--- src/rtl/dmem_access_arbiter_pkg.sv ---
// Shared definitions for the data-memory access arbiter.
//  - Default starvation limit for master B.
//  - Clear-sequencer state encodings.
//  - Helper that sizes counters.
package dmem_access_arbiter_pkg;

  localparam int unsigned DMEM_ARB_MAX_WAIT = 4;

  typedef enum logic [1:0] {
    CLR_IDLE  = 2'd0,
    CLR_CLEAR = 2'd1,
    CLR_DONE  = 2'd2
  } clr_state_e;

  // Bits needed to hold values 0..n-1 (at least one bit).
  function automatic int unsigned cnt_width(input int unsigned n);
    return (n > 1) ? $clog2(n) : 1;
  endfunction

endpackage

--- src/rtl/dmem_access_arbiter_clr_walker.sv ---
// dmem_clr_walker: clear sequencer for the data memory.
// Walks addresses 0..DEPTH-1 one per cycle. The parent drives a zero write to
// each of these addresses while busy is high.
// Ports:
//  CLK      clock, rising edge
//  RST      asynchronous active-low reset
//  start    start request; only honoured in IDLE
//  busy     sweep in progress (CLEAR state)
//  done     one-cycle pulse after the last clear write (DONE state)
//  accept   start honoured this cycle (IDLE && start)
//  addr     current sweep address
module dmem_clr_walker
  import dmem_access_arbiter_pkg::*;
#(
  parameter int unsigned ADDR_W = 32,
  parameter int unsigned DEPTH  = 100
) (
  input  logic              CLK,
  input  logic              RST,
  input  logic              start,
  output logic              busy,
  output logic              done,
  output logic              accept,
  output logic [ADDR_W-1:0] addr
);

  localparam int unsigned CNT_W = cnt_width(DEPTH);

  clr_state_e       state_q, state_d;
  logic [CNT_W-1:0] clr_cnt_q, clr_cnt_d;

  always_ff @(posedge CLK or negedge RST) begin
    if (!RST) begin
      state_q   <= CLR_IDLE;
      clr_cnt_q <= '0;
    end else begin
      state_q   <= state_d;
      clr_cnt_q <= clr_cnt_d;
    end
  end

  always_comb begin
    state_d   = state_q;
    clr_cnt_d = clr_cnt_q;
    accept    = 1'b0;
    unique case (state_q)
      CLR_IDLE: begin
        if (start) begin
          accept    = 1'b1;
          state_d   = CLR_CLEAR;
          clr_cnt_d = '0;
        end
      end
      CLR_CLEAR: begin
        if (clr_cnt_q == CNT_W'(DEPTH - 1)) begin
          state_d   = CLR_DONE;
          clr_cnt_d = '0;
        end else begin
          clr_cnt_d = clr_cnt_q + CNT_W'(1);
        end
      end
      CLR_DONE: begin
        // A start arriving here is dropped, not queued.
        state_d = CLR_IDLE;
      end
      default: begin
        state_d   = CLR_IDLE;
        clr_cnt_d = '0;
      end
    endcase
  end

  assign busy = (state_q == CLR_CLEAR);
  assign done = (state_q == CLR_DONE);
  assign addr = ADDR_W'(clr_cnt_q);

endmodule

--- src/rtl/dmem_access_arbiter.sv ---
// dmem_access_arbiter: shares a single-port data memory (async read, sync
// write) between master A (core datapath) and master B (loader/debug port).
// A has fixed priority. B is forced through after MAX_WAIT consecutive denied
// cycles. A built-in sweep zeroes the whole memory on clr_start.
// Optional feature macro: ACCESS_CNT_EN adds per-master granted-cycle
// counters a_cnt/b_cnt.
// Ports:
//  CLK, RST                    clock (rising), asynchronous active-low reset
//  a_req/a_we/a_addr/a_wd      master A request set; a_gnt grant, a_rd data
//  b_req/b_we/b_addr/b_wd      master B request set; b_gnt grant, b_rd data
//  clr_start                   start clear sweep; clr_busy / clr_done status
//  mem_addr/mem_wd/mem_we      to data memory; mem_rd from data memory
//  a_cnt/b_cnt                 granted-cycle counters (ACCESS_CNT_EN only)
module dmem_access_arbiter
  import dmem_access_arbiter_pkg::*;
#(
  parameter int unsigned ADDR_W   = 32,
  parameter int unsigned DATA_W   = 32,
  parameter int unsigned DEPTH    = 100,
  parameter int unsigned MAX_WAIT = DMEM_ARB_MAX_WAIT
) (
  input  logic              CLK,
  input  logic              RST,
  input  logic              a_req,
  input  logic              a_we,
  input  logic [ADDR_W-1:0] a_addr,
  input  logic [DATA_W-1:0] a_wd,
  output logic              a_gnt,
  output logic [DATA_W-1:0] a_rd,
  input  logic              b_req,
  input  logic              b_we,
  input  logic [ADDR_W-1:0] b_addr,
  input  logic [DATA_W-1:0] b_wd,
  output logic              b_gnt,
  output logic [DATA_W-1:0] b_rd,
  input  logic              clr_start,
  output logic              clr_busy,
  output logic              clr_done,
  output logic [ADDR_W-1:0] mem_addr,
  output logic [DATA_W-1:0] mem_wd,
  output logic              mem_we,
  input  logic [DATA_W-1:0] mem_rd
`ifdef ACCESS_CNT_EN
  ,
  output logic [15:0]       a_cnt,
  output logic [15:0]       b_cnt
`endif
);

  localparam int unsigned WAIT_W = cnt_width(MAX_WAIT + 1);

  logic              clr_accept;
  logic [ADDR_W-1:0] clr_addr;
  logic              wait_sat;
  logic [WAIT_W-1:0] wait_cnt_q, wait_cnt_d;

  dmem_clr_walker #(
    .ADDR_W (ADDR_W),
    .DEPTH  (DEPTH)
  ) u_clr_walker (
    .CLK    (CLK),
    .RST    (RST),
    .start  (clr_start),
    .busy   (clr_busy),
    .done   (clr_done),
    .accept (clr_accept),
    .addr   (clr_addr)
  );

  assign wait_sat = (wait_cnt_q >= WAIT_W'(MAX_WAIT));

  always_comb begin
    b_gnt    = 1'b0;
    a_gnt    = 1'b0;
    mem_we   = 1'b0;
    mem_addr = '0;
    mem_wd   = '0;
    if (clr_busy) begin
      mem_we   = 1'b1;
      mem_addr = clr_addr;
    end else if (b_req && (!a_req || wait_sat)) begin
      b_gnt    = 1'b1;
      mem_we   = b_we;
      mem_addr = b_addr;
      mem_wd   = b_wd;
    end else if (a_req) begin
      a_gnt    = 1'b1;
      mem_we   = a_we;
      mem_addr = a_addr;
      mem_wd   = a_wd;
    end
  end

  // Counts consecutive denied B cycles; frozen while the sweep owns the memory.
  always_comb begin
    wait_cnt_d = wait_cnt_q;
    if (!clr_busy) begin
      if (b_gnt || !b_req) begin
        wait_cnt_d = '0;
      end else if (!wait_sat) begin
        wait_cnt_d = wait_cnt_q + WAIT_W'(1);
      end
    end
  end

  always_ff @(posedge CLK or negedge RST) begin
    if (!RST) begin
      wait_cnt_q <= '0;
    end else begin
      wait_cnt_q <= wait_cnt_d;
    end
  end

  assign a_rd = mem_rd;
  assign b_rd = mem_rd;

`ifdef ACCESS_CNT_EN
  logic [15:0] a_cnt_q, a_cnt_d;
  logic [15:0] b_cnt_q, b_cnt_d;

  always_comb begin
    a_cnt_d = a_cnt_q;
    b_cnt_d = b_cnt_q;
    if (clr_accept) begin
      a_cnt_d = '0;
      b_cnt_d = '0;
    end else begin
      if (a_gnt && (a_cnt_q != '1)) a_cnt_d = a_cnt_q + 16'd1;
      if (b_gnt && (b_cnt_q != '1)) b_cnt_d = b_cnt_q + 16'd1;
    end
  end

  always_ff @(posedge CLK or negedge RST) begin
    if (!RST) begin
      a_cnt_q <= '0;
      b_cnt_q <= '0;
    end else begin
      a_cnt_q <= a_cnt_d;
      b_cnt_q <= b_cnt_d;
    end
  end

  assign a_cnt = a_cnt_q;
  assign b_cnt = b_cnt_q;
`endif

endmodule

--- config.mk ---
export PLATFORM = sky130hd
export DESIGN_NAME = dmem_access_arbiter
export DESIGN_NICKNAME = d
export VERILOG_FILES = /design/src/rtl/dmem_access_arbiter_pkg.sv /design/src/rtl/dmem_access_arbiter_clr_walker.sv /design/src/rtl/dmem_access_arbiter.sv
export SDC_FILE = /design/constraint.sdc
export NUM_CORES = 1
export LEC_CHECK = 0
export ABC_AREA = 1
export CAP_MARGIN = 15
export CORE_AREA = 2 2 117 119
export CTS_BUF_LIST = sky130_fd_sc_hd__clkbuf_4
export CTS_CLUSTER_SIZE = 25
export DETAILED_ROUTE_END_ITERATION = 7
export DIE_AREA = 0 0 119 121
export PLACE_DENSITY_LB_ADDON = 0.05
export SYNTH_ARGS = -nofsm -noshare
export SYNTH_HDL_FRONTEND = slang
export SYNTH_HIERARCHICAL = 1
export SYNTH_SLANG_ARGS = --single-unit
--- constraint.sdc ---
create_clock -name CLK -period 3.6 [get_ports CLK]
set_clock_uncertainty 0.05 [all_clocks]
set_input_delay 0.36 -clock CLK [delete_from_list [all_inputs] [get_ports CLK]]
set_output_delay 0.36 -clock CLK [all_outputs]
set_load 0.01 [all_outputs]
==> results by group <==
Run status
  • Status: finished clean

Flow run
  • MaxCap Viol Count: 0

Layout
  • Layout area overhead: 60.67%
  • Final net count: 730
  • Filler Cell Count: 1444
  • Diodes inserted: 0
  • Layout cells sized above 1: 5.188%
  • Final instance area: 4232 µm²

Timing
  • Fin crit period: 3.106 ns
  • Endpoints failing setup: 0
  • Crit share post-route: 86.29%
  • Setup TNS: 0 ns
  • RSZ-0062 raised after global routing: false
  • Relative slew slack: 45.57%
  • Worst-Margin Slew: 0.8145 ns
  • Final hold vios: 0
  • Hold Worst Slack: 0.4137 ns
  • Achievable Freq: 321.9 MHz
  • Max-slew violation count: 0

Routing
  • WL per Instance: 15.95 µm
  • DRC viols: 0
  • Vias after detailed routing: 3162
  • Initial DRT Pass Iterations: 4
  • Drt total wl: 11.72 mm
  • Routed vias/inst: 4.302
  • Drt initial violations: 170
  • Remaining antenna violation count: 0

Clock tree
  • CTS tree: yes
  • Max clock buf depth: 2
  • Cts hold-fix bufs: 0
  • Total CTS buffers: 3
  • # H-tree levels: 1
  • Clk root buf: clkbuf_4
  • Clk sink count: 12
  • Setup bufs post-CTS: 0
  • Clock-pin slew on the worst setup and hold paths: 0.08 ns
  • Resized cells post-CTS: 0
  • Clk Latency, worst-skew pair: 0.27 ns

Power and ir drop
  • Lkg Pwr: 1.818 nW
  • Pwr/cell area: 109.6 nW/µm²
  • VDD IR-drop max: 0.05757 mV

Placement
  • DPL Wire Length: 8.834 mm
  • DP Area: 4205 µm²
  • Port buffer count: 203
  • GP Congestion: 0.8112

Worst setup path
  • Crit path required time: 3.19 ns
  • Startpoint types: register
  • Setup crit end kind: primary output
  • Worst flop-to-flop path startpoint: u_clr_walker/state_q[0]$_DFFE_PN0P_
  • Crit path from: u_clr_walker/state_q[0]$_DFFE_PN0P_
  • Crit Path Max Fanout: 77
  • Kind of critical path: register to primary output
  • Crit path DAT: 2.70 ns

Floorplan
  • Initial Util: 20.13%
  • Die width: 119 µm
  • Chip height: 121 µm
  • Rows: 42
  • Total I/O pin count: 300
  • Core Area: 13090 µm²
  • Die Area: 14400 µm²

Synthesis
  • Post-Syn Instances: 443
  • Avg Cell Area, Syn: 5.945 µm²
  • Ys Warns: 6
  • Mapped cell area: 2634 µm²

GRT
  • Vias in the first global route: 2935
  • Tot GR Track Use: 15.00%
  • Initial antenna violation count: 0
  • Grt total ovfl: 0
  • First-pass GRT wire length: 17.06 mm
  • Largest net degree at the start of global routing: 78

Min path
  • Hold Crit Class: input pin to asynchronous set/reset pin
==> registers in the layout, indices dropped and copies added (netlist names) <==
signal and flops:
wait_cnt_q 3, u_clr_walker/clr_cnt_q 7, u_clr_walker/state_q 2
==> cell type report <==
cell class	instances	area, µm²	area share, %
multi-input combinational	314	1524	36.01
clock inverter	1	3.754	0.08870
tap	176	220.2	5.204
inverter	20	76.32	1.804
sequential	12	300.3	7.096
timing repair buffer	209	2085	49.26
clock buffer	3	22.52	0.5322
==> critical path, stage by stage, from the launching register on <==
cell and delay [ns]:
dfrtp_1 0.43, nand2_2 0.14, inv_1 0.16, clkinv_2 0.08, buf_4 0.61, nand3_1 0.29
nand3_1 0.13, clkdlybuf4s50_1 0.54
==> cell usage in the layout (no fill, tap or decap), types with 2 or more instances in the layout <==
master	count
nor2_1	5
clkdlybuf4s50_1	202
nand2_1	116
nor2_4	3
ha_1	3
nand2_2	4
o21ai_0	8
nand4_1	35
inv_2	3
clkbuf_4	3
dfrtp_1	12
o21ai_2	2
conb_1	25
inv_1	16
nand3_1	105
buf_4	5
==> power by group <==
group | internal (W) | switching, W
Sequential | 0.000135 | 0
Clock | 0.0000401 | 0.0000467
Combinational | 0.000164 | 0.0000787
==> per-stage QoR <==
stage	worst slack (ns)	utilization [%]	std cells	power, W
floorplan	1.674	-	467	0.0002819
global placement	0.7507	32.14	731	0.0003802
detailed placement	0.7414	32.14	731	0.0003796
CTS	0.4484	32.34	735	0.0004720
global route	0.3270	32.34	735	0.0004944
finish	0.4937	32.34	735	0.0004638
==> routing by layer <==
metal | up-vias | GRT usage, % | share of wire [%]
met3 | 0 | 6.203 | 11
met4 | 0 | 0.7440 | 0
met2 | 179 | 25.25 | 47
li1 | 1590 | - | -
met1 | 1393 | 18.84 | 42
met5 | - | 0 | 0
==> worst paths after layout <==
kind	depth (start not counted)	endpoint	slack (ns)
setup / recovery	7	mem_addr[31]	0.49
hold / removal	1	u_clr_walker/state_q[0]$_DFFE_PN0P_	0.41
setup reg to reg	7	wait_cnt_q[2]$_DFFE_PN0P_	1.67
hold reg to reg	1	u_clr_walker/state_q[0]$_DFFE_PN0P_	0.51
max in group asynchronous	1	wait_cnt_q[1]$_DFFE_PN0P_	2.69
min in group CLK	1	u_clr_walker/state_q[0]$_DFFE_PN0P_	0.51
Power figures use the tool's default switching activity.
